$ cat src/rtl/dnn_ctrl_pkg.sv
// Shared types and sizing constants for the fix6 MNIST engine and its batch controller.
package dnn_ctrl_pkg;

    localparam int NUM_CLASSES = 10;
    localparam int DATA_WIDTH  = 6;
    localparam int IDX_WIDTH   = 4;

    typedef enum logic [2:0] {
        IDLE  = 3'd0,
        CLR   = 3'd1,
        START = 3'd2,
        WAIT  = 3'd3,
        SCAN  = 3'd4,
        EMIT  = 3'd5,
        NEXT  = 3'd6
    } state_t;

endpackage

$ cat src/rtl/dnn_argmax_acc.sv
// Running argmax over a stream of signed values; strict-greater compare keeps the
// lowest index on ties.
module dnn_argmax_acc #(
    parameter int DATA_WIDTH = dnn_ctrl_pkg::DATA_WIDTH,
    parameter int IDX_WIDTH  = dnn_ctrl_pkg::IDX_WIDTH
) (
    input  logic                         clk,
    input  logic                         rst,
    input  logic                         load,
    input  logic                         en,
    input  logic signed [DATA_WIDTH-1:0] value,
    input  logic        [IDX_WIDTH-1:0]  idx,
    output logic signed [DATA_WIDTH-1:0] best_val,
    output logic        [IDX_WIDTH-1:0]  best_idx
);
    import dnn_ctrl_pkg::*;

    always_ff @(posedge clk or posedge rst) begin
        if (rst) begin
            best_val <= '0;
            best_idx <= '0;
        end else if (load) begin
            best_val <= value;
            best_idx <= idx;
        end else if (en && (value > best_val)) begin
            best_val <= value;
            best_idx <= idx;
        end
    end

endmodule

$ cat src/rtl/dnn_batch_ctrl.sv
// Batch sequencer: per image clears/starts the engine, waits for done, scans the
// class outputs into a running argmax and emits one result over valid/ready.
module dnn_batch_ctrl #(
    parameter int DATA_WIDTH     = dnn_ctrl_pkg::DATA_WIDTH,
    parameter int NUM_CLASSES    = dnn_ctrl_pkg::NUM_CLASSES,
    parameter int IDX_WIDTH      = dnn_ctrl_pkg::IDX_WIDTH,
    parameter int CNT_WIDTH      = 8,
    parameter int TIMEOUT_CYCLES = 1048575
) (
    input  logic                         clk,
    input  logic                         rst,
    input  logic                         req_valid,
    output logic                         req_ready,
    input  logic        [CNT_WIDTH-1:0]  req_count,
    output logic                         eng_reset,
    output logic                         eng_start,
    input  logic                         eng_done,
    output logic        [IDX_WIDTH-1:0]  eng_out_idx,
    input  logic signed [DATA_WIDTH-1:0] eng_out,
    output logic        [CNT_WIDTH-1:0]  img_idx,
    output logic                         res_valid,
    input  logic                         res_ready,
    output logic        [IDX_WIDTH-1:0]  res_class,
    output logic signed [DATA_WIDTH-1:0] res_score,
    output logic        [CNT_WIDTH-1:0]  res_img,
    output logic                         busy,
    output logic                         batch_done,
    output logic                         timeout_err
);
    import dnn_ctrl_pkg::*;

    localparam int WD_W = $clog2(TIMEOUT_CYCLES + 1);

    state_t                 state_reg, state_next;
    logic [CNT_WIDTH-1:0]   count_reg;
    logic [CNT_WIDTH-1:0]   img_idx_reg;
    logic [IDX_WIDTH-1:0]   scan_idx_reg;
    logic [WD_W-1:0]        wdog_reg;
    logic                   timeout_err_reg;
    logic                   batch_done_reg;

    logic scan_last, wd_expired, last_img;

    assign scan_last  = (scan_idx_reg == IDX_WIDTH'(NUM_CLASSES - 1));
    assign wd_expired = (wdog_reg == WD_W'(TIMEOUT_CYCLES));
    assign last_img   = (img_idx_reg == (count_reg - CNT_WIDTH'(1)));

    always_comb begin
        state_next  = state_reg;
        req_ready   = 1'b0;
        eng_reset   = 1'b0;
        eng_start   = 1'b0;
        eng_out_idx = '0;
        res_valid   = 1'b0;
        busy        = (state_reg != IDLE);
        case (state_reg)
            IDLE: begin
                req_ready = 1'b1;
                if (req_valid && (req_count != '0))
                    state_next = CLR;
            end
            CLR: begin
                eng_reset  = 1'b1;
                state_next = START;
            end
            START: begin
                eng_start  = 1'b1;
                state_next = WAIT;
            end
            // done takes priority over an expiring watchdog in the same cycle
            WAIT: begin
                if (eng_done)
                    state_next = SCAN;
                else if (wd_expired)
                    state_next = IDLE;
            end
            SCAN: begin
                eng_out_idx = scan_idx_reg;
                if (scan_last)
                    state_next = EMIT;
            end
            EMIT: begin
                res_valid = 1'b1;
                if (res_ready)
                    state_next = NEXT;
            end
            NEXT: begin
                state_next = last_img ? IDLE : CLR;
            end
            default: state_next = IDLE;
        endcase
    end

    always_ff @(posedge clk or posedge rst) begin
        if (rst) begin
            state_reg       <= IDLE;
            count_reg       <= '0;
            img_idx_reg     <= '0;
            scan_idx_reg    <= '0;
            wdog_reg        <= '0;
            timeout_err_reg <= 1'b0;
            batch_done_reg  <= 1'b0;
        end else begin
            state_reg      <= state_next;
            batch_done_reg <= 1'b0;
            case (state_reg)
                IDLE: begin
                    if (req_valid) begin
                        count_reg       <= req_count;
                        img_idx_reg     <= '0;
                        timeout_err_reg <= 1'b0;
                        if (req_count == '0)
                            batch_done_reg <= 1'b1;
                    end
                end
                START: wdog_reg <= '0;
                WAIT: begin
                    if (!eng_done) begin
                        if (wd_expired) begin
                            timeout_err_reg <= 1'b1;
                            batch_done_reg  <= 1'b1;
                        end else begin
                            wdog_reg <= wdog_reg + WD_W'(1);
                        end
                    end
                end
                SCAN: scan_idx_reg <= scan_last ? '0 : scan_idx_reg + IDX_WIDTH'(1);
                NEXT: begin
                    if (last_img)
                        batch_done_reg <= 1'b1;
                    else
                        img_idx_reg <= img_idx_reg + CNT_WIDTH'(1);
                end
                default: ;
            endcase
        end
    end

    // Accumulator only moves during SCAN, so the result fields stay frozen through EMIT.
    dnn_argmax_acc #(
        .DATA_WIDTH (DATA_WIDTH),
        .IDX_WIDTH  (IDX_WIDTH)
    ) u_argmax (
        .clk      (clk),
        .rst      (rst),
        .load     ((state_reg == SCAN) && (scan_idx_reg == '0)),
        .en       (state_reg == SCAN),
        .value    (eng_out),
        .idx      (scan_idx_reg),
        .best_val (res_score),
        .best_idx (res_class)
    );

    assign img_idx     = img_idx_reg;
    assign res_img     = img_idx_reg;
    assign batch_done  = batch_done_reg;
    assign timeout_err = timeout_err_reg;

endmodule

$ cat config.mk
export PLATFORM = sky130hd
export DESIGN_NAME = dnn_batch_ctrl
export DESIGN_NICKNAME = d
export VERILOG_FILES = /design/src/rtl/dnn_ctrl_pkg.sv /design/src/rtl/dnn_argmax_acc.sv /design/src/rtl/dnn_batch_ctrl.sv
export SDC_FILE = /design/constraint.sdc
export NUM_CORES = 1
export LEC_CHECK = 0
export ABC_AREA = 1
export CAP_MARGIN = 20
export CELL_PAD_IN_SITES_DETAIL_PLACEMENT = 1
export CELL_PAD_IN_SITES_GLOBAL_PLACEMENT = 2
export CORE_MARGIN = 2
export CORE_UTILIZATION = 33
export DETAILED_ROUTE_END_ITERATION = 6
export HOLD_SLACK_MARGIN = 0.1
export PLACE_DENSITY = 0.95
export SETUP_SLACK_MARGIN = 0.1
export SLEW_MARGIN = 20
export SYNTH_ARGS = -nofsm -noshare
export SYNTH_HDL_FRONTEND = slang
export SYNTH_SLANG_ARGS = --single-unit
$ cat constraint.sdc
create_clock -name clk -period 5.25 [get_ports clk]
set_input_delay 1.3125 -clock clk [delete_from_list [all_inputs] [get_ports clk]]
set_output_delay 1.3125 -clock clk [all_outputs]
set_load 0.03 [all_outputs]
==> out/summary.md <==
The run finished with clean final reports. The H-tree generated during clock tree synthesis spans 2 levels. The gate count of the mapped netlist came out at 477. The critical path goes through nor2_1, nand2_2, nor2_1, clkdlybuf4s50_1.

The flip-flop count of the largest register, all copies and words added works out to 20. The tools report the final count of negative-setup-slack endpoints as 0. At the later pin of the worst-skew pair, clock insertion delay measures 0.31 ns. The average wire per standard cell was 14.7 um. The count of pins on the block boundary is 56. The Yosys step of the flow raised 0 warnings. The critical path ends at eng_out_idx[0].

Setup total negative slack on the finished layout was measured at 0 ns. The worst path in the final design needs a cycle of 3.32 ns, including I/O delays and setup. The worst register-to-register path begins at count_reg[0]. The total buffers and inverters traversed by the critical path is 1. The tools report the kind of end point of the critical path as an output port. The kind of cell with the highest combined delay along the critical path is buffers and inverters. For the area of the die, the log shows 11300 sq um. The initialized floorplan defines 37 standard-cell rows. In this run the standard cell core region covers 10200 sq um.

The tree is rooted in a sky130_fd_sc_hd__clkbuf_8. Routability-driven placement finished with a final weighted congestion of 0.817. The total nets after synthesis is 505, and the estimated wirelength of the detail-placed design is 7380 um.

Clock-pin slew was measured on the worst setup and hold paths at 0.11 ns. Unique cell type count in the Yosys netlist: 37. Number of port buffers: 55.

Summed over all layers, the routed wires come to 9750 um. The maximum clock skew at final layout came out at 0.00936 ns. The width of the chip was 106 um. The critical path depth in cells was 4; the flop-to-flop setup slack was 3.03 ns.

Headroom to the max-slew limit came out at 62.2%. The number of filler cells placed in the layout came out at 1291. The most critical setup path has its startpoint at state_reg[0]. The master of the slowest instance on the critical path is sky130_fd_sc_hd__clkdlybuf4s50_1. Hold is met by 0.527 ns. For the net count of the finished layout, the log shows 554.

TritonCTS built the clock tree. Summed over all layers, the global routing overflow is 0. The worst setup path is of the reg2out kind. Entering global routing, the biggest net connects 42 pins. Based on the critical path, the design can be clocked at up to 301 MHz.

The number of flops mapped to enable cells by yosys is 0, and the static leakage is 0.00188 uW. The count of nets left with antenna violations once routing finished came out at 0. In the final layout, flip-flops and latches occupy 1380 sq um. The via total after detailed routing was 3263. The worst min-delay path class was reg2reg.

The tools report the sequential fraction of the synthesis area as 39.9%. Setup repair after global routing left no endpoint under its margin. For the number of clock sinks seen by CTS, the log shows 55.

The power per cell area is 431 nW/um^2, and the clock buffer count from CTS is 5. From synthesis to final layout, the design area changed by 21.4%. The maximum buffer depth of the clock tree came out at 2. The die is 106 um tall. The detailed-route DRC error count is 0, and the synthesis-stage register bit count is 55. For this run, asynchronously set or reset flops after synthesis account for 100%. In the final layout, the share of cells above drive strength 1 is 5.89%.

Max-cap violations in this run came to 0. Arrival time at the worst endpoint: 2.01 ns. Using the TritonRoute via totals, the vias-per-cell ratio works out to 4.93. The synthesized netlist occupies a cell area of 3450 sq um.

The worst setup path is launched from a flip-flop. For this run, the leading register cell type out of synthesis is sky130_fd_sc_hd__dfrtp_1. The tools report the count of final hold-check violations as 0.

For this configuration, the core starts out at a cell density of 33.7%. For this run, the slowest stage of the critical path takes 0.69 ns. The initial antenna violation count came out at 0. The via count of the first global-routing pass is 3503. IR analysis of the VDD net gives a maximum drop of 0.159 mV.

The run gives 0 as the post-cts gate resize count. In this design, the critical path's most frequently occurring cell is sky130_fd_sc_hd__nor2_1. The number of hold buffers added after CTS was 0. STA puts the critical path data required time at 3.94 ns. The slew at the pin with the worst max-slew slack was 0.562 ns.

Endpoint of the lowest-slack register-to-register path: img_idx[5]. Summing all multi-input logic gate instances after layout gives 1720 sq um. The number of design-rule violations left by the first detailed-router iteration was 97; the first-pass GRT wire length was 16500 um.

The pre-antenna-repair detailed-routing pass consisted of 4 iterations. After synthesis, the mean cell area works out to 7.23 sq um. Path depth of the worst reg2reg path: 13. The number of setup buffers added after CTS is 0. Of the available clock period, the critical path in the final layout requires 63.2%. In this run the worst path has a maximum fanout of 9. The final count of pins violating max slew was 0. The final antenna diode count was 0; the global-route usage over all layers was 18.0%.
[area by class of cell]
type | instances | area share (%)
Timing Repair Buffer | 58 | 13.7
Sequential cell | 55 | 32.9
Clock inverter | 2 | 0.896
Multi-Input combinational cell | 340 | 40.9
Tap cell | 136 | 4.06
Inverter | 66 | 5.91
Clock buffer | 5 | 1.64
[Yosys cell counts (all sizes together) (2+ instances only)]
cell	instances	area [sq um]
nor2	67	269
inv	65	244
o21ai	34	174
xor2	9	78.8
xnor2	5	43.8
o31ai	4	30.0
a21oi	11	55.1
nand3	44	233
nand4	14	93.8
nor3	10	60.1
clkbuf	3	12.5
ha	9	113
buf	13	97.6
or2	3	18.8
o22ai	3	18.8
dfrtp	55	1380
nor4	2	12.5
nand2	120	478
[worst register-to-register path, cell delays in order (launching register included)]
cell and delay, ns:
sky130_fd_sc_hd__dfrtp_1 0.42, sky130_fd_sc_hd__inv_1 0.15, sky130_fd_sc_hd__ha_1 0.22, sky130_fd_sc_hd__nand2_1 0.09
sky130_fd_sc_hd__nor2_1 0.20, sky130_fd_sc_hd__nor2_1 0.06, sky130_fd_sc_hd__nor2_1 0.09, sky130_fd_sc_hd__nand3_1 0.07
sky130_fd_sc_hd__nor2_1 0.11, sky130_fd_sc_hd__nand3_1 0.16, sky130_fd_sc_hd__nand2_2 0.21, sky130_fd_sc_hd__nand2_2 0.16
sky130_fd_sc_hd__nand2_1 0.10, sky130_fd_sc_hd__nand2_1 0.05
[metrics by stage]
stage,cells,instance area (sq um),setup slack (ns),util [%],total power (uW)
2_1_floorplan,477,3450,2.59,-,1230
3_3_place_gp,655,4080,1.99,39.9,1500
3_5_place_dp,655,4080,1.84,39.9,1530
4_1_cts,662,4190,1.93,40.9,1830
5_1_grt,662,4190,1.82,40.9,1950
6_report,662,4190,1.93,40.9,1800
[metal layers]
layer	track usage, %	routed length, um
met5	0	0
met1	22.4	4470
met4	3.85	103
met3	2.15	188
met2	33.2	4990
[placed cells by master, fill, tap and decap left out, drive strengths merged, types with 2 or more instances in the layout]
master,Yosys,layout
ha,9,9
nand3,44,44
buf,13,3
dfrtp,55,55
xor2,9,9
clkdlybuf4s50,0,55
a21oi,11,11
or2,3,3
nor3,10,10
nand4,14,14
o31ai,4,4
inv,65,65
nand2,120,120
o22ai,3,3
xnor2,5,5
clkbuf,3,5
o21ai,34,34
nor4,2,2
nor2,67,67
[how the worst min path moves through the flow]
stage / from / cells past startpoint / end
2_1_floorplan: scan_idx_reg[3] / 2 / u_argmax.best_idx[3]
3_3_place_gp: scan_idx_reg[3] / 2 / u_argmax.best_idx[3]
3_5_place_dp: scan_idx_reg[3] / 2 / u_argmax.best_idx[3]
4_1_cts: scan_idx_reg[3] / 2 / u_argmax.best_idx[3]
5_1_grt: u_argmax.best_idx[0] / 2 / u_argmax.best_idx[0]
6_report: u_argmax.best_idx[0] / 2 / u_argmax.best_idx[0]
[logic make-up after synthesis]
logic type	share of synthesized area (%)
compound gates	8.92
flops	39.9
buf+inv	10.4
simple gates	34.0
fa+ha+maj	3.26
xor+xnor	3.55
[where the power goes]
part	switching (uW)	internal [uW]
logic	589	310
registers	94.0	523
clock network	148	140
total	831	974
Power figures use the tool's default switching activity.
==> RTL edit, RTL diff (same flow settings) <==
Set the parameter `TIMEOUT_CYCLES` to 2097150 (it was 1048575).
--- a/src/rtl/dnn_batch_ctrl.sv
+++ b/src/rtl/dnn_batch_ctrl.sv
@@ -5,7 +5,7 @@
     parameter int NUM_CLASSES    = dnn_ctrl_pkg::NUM_CLASSES,
     parameter int IDX_WIDTH      = dnn_ctrl_pkg::IDX_WIDTH,
     parameter int CNT_WIDTH      = 8,
-    parameter int TIMEOUT_CYCLES = 1048575
+    parameter int TIMEOUT_CYCLES = 2097150
 ) (
     input  logic                         clk,
     input  logic                         rst,
Formal check against the unedited RTL: no difference found for any inputs over 10 cycles, from zero or initial values and one cycle with rst high; that may be too few to reach the edited logic, so the function may still have changed.
==> RTL edit against the original RTL <==
  * Setup slack worse by 0.12 ns
  * Non-clock buffer count down 2
  * First-iteration DRC count is 10% lower
  * Cell count grew 6.3%
  * Global-route usage increased by 0.26 points
  * Sequential cell count up 1
  * Wire length is 4.7% higher
  * Power up 7.1%
  * Cell area grew 5.6%
  * Sequential share of layout area decreased by 1.2 points
  * Area after synthesis is 6.7% higher
  * Critical path type unchanged
  * Largest power group unchanged
==> RTL edit: results (changes against the original RTL) <==
Outcome -> finished, final reports clean
Crit Reg-Reg Endpoint -> wdog_reg[14]
Leakage -> 2.03 nW (+8.4%)
Dpl ws -> 1.78 ns (-0.0582 ns)
Mapped Nets -> 546 (+8.1%)
Final net count -> 592 (+6.9%)
R2R Path Start -> wdog_reg[0]
Detailed placement HPWL -> 8050 um (+9.0%)
Worst hold path type -> reg -> reg
Share of cells above drive strength 1 -> 0.0638 (+0.00489)
Peak supply drop -> 0.137 mV (-14%)
PostCTS Resize Cnt -> 0 (unchanged)
GP Congestion -> 0.805 (-1.5%)
Global-route wire length before repair -> 17,300 um (+4.9%)
Pin count of the biggest net entering global routing -> 30 (-29%)
Vias in the first global route -> 3,648 (+4.1%)
Data arrival time of the worst path -> 2.13 ns (+0.12 ns)
Worst-Skew Late Latency -> 0.33 ns (+0.02 ns)
FF-to-FF path depth -> 10 (-3)
Clock skew -> 0.0157 ns (+0.00633 ns)
Register area share after synthesis -> 0.381 (-0.0182)
Worst slew pin tran -> 0.865 ns (+0.302 ns)
Largest register FFs -> 21 (+5.0%)
All-Layer GR Usage -> 0.182 (+0.00265)
Worst hold start -> timeout_err
Drt total wl -> 10,200 um (+4.7%)
CP Max Fanout -> 10 (+1)
Hold worst-path end -> timeout_err
R2R Setup Slk -> 3.01 ns (-0.02 ns)
Synth top cells by count -> nand2_1, inv_1, nor2_1
Top cells by area, synth -> dfrtp_1, nand2_1, inv_1
==> RTL edit: cell count changes after synthesis, sizes merged, moves of 2 or more <==
cell / unedited run / this run
nand2: 120 / 147
nand3: 44 / 52
inv: 65 / 72
nand4: 14 / 20
nand3b: 1 / 5
o31ai: 4 / 0
nor3: 10 / 7
xnor2: 5 / 2
nor4: 2 / 0
==> RTL edit: logic make-up after synthesis <==
group | after synthesis | share of synthesized area
buffers and inverters | 89 | 0.109
xor gates and xnor gates | 12 | 0.0286
and+or+nand+nor | 300 | 0.368
DFF | 56 | 0.381
adders and majority gates | 10 | 0.0340
AOI/OAI and AO/OA | 50 | 0.0796
==> RTL edit: metal layers <==
metal,vias to the layer above,global-route usage,part of all wire
met5,-,0,0
met4,0,0.0443,0.0091
met3,8,0.0243,0.019
met2,28,0.335,0.52
met1,1694,0.224,0.45
li1,1746,-,-
==> RTL edit: worst max path at each step <==
| stage | from | end | slack [ns] | depth (start not counted) |
|---|---|---|---|---|
| after global placement | eng_out[3] | u_argmax.best_val[2] | 1.96 | 10 |
| final | state_reg[0] | eng_out_idx[1] | 1.81 | 4 |
| after floorplan | rst | batch_done | 2.57 | 1 |
| after CTS | state_reg[0] | eng_out_idx[0] | 1.80 | 4 |
| after global routing | state_reg[0] | eng_out_idx[1] | 1.66 | 4 |
| after detailed placement | eng_out[1] | u_argmax.best_idx[1] | 1.78 | 10 |
==> RTL edit: final cells by class <==
cell class / count / area [um2]
Sequential cell: 56 / 1400
Timing Repair Buffer: 56 / 558
Inverter: 72 / 275
Multi-Input combinational cell: 372 / 1880
Fill cell: 1380 / 6420
Tap cell: 140 / 175
Clock buffer: 5 / 68.8
Clock inverter: 3 / 68.8
==> RTL edit: worst register-to-register path, delay by kind of cell (launching register included) <==
| kind | cells | cell delay, ns |
|---|---|---|
| buffers and inverters | 2 | 0.27 |
| flip-flops | 1 | 0.57 |
| AND/OR/NAND/NOR | 6 | 0.96 |
| XOR/XNOR | 1 | 0.16 |
| adder cells (fa/ha/maj) | 1 | 0.24 |
==> RTL edit: per-stage QoR <==
stage | utilization | instances | hold slack [ns] | power [mW] | instance area [um2]
floorplan | - | 517 | 0.464 | 1.30 | 3680
global placement | 0.395 | 696 | 0.497 | 1.55 | 4290
detailed placement | 0.395 | 696 | 0.508 | 1.59 | 4290
CTS | 0.408 | 704 | 0.538 | 1.96 | 4420
global route | 0.408 | 704 | 0.560 | 2.08 | 4420
finish | 0.408 | 704 | 0.533 | 1.93 | 4420
==> RTL edit: power breakdown <==
part	leakage (nW)	internal (mW)	switching [mW]	total (mW)
combinational	1.22	0.315	0.612	0.928
sequential	0.742	0.538	0.108	0.647
clock	0.0687	0.192	0.165	0.357
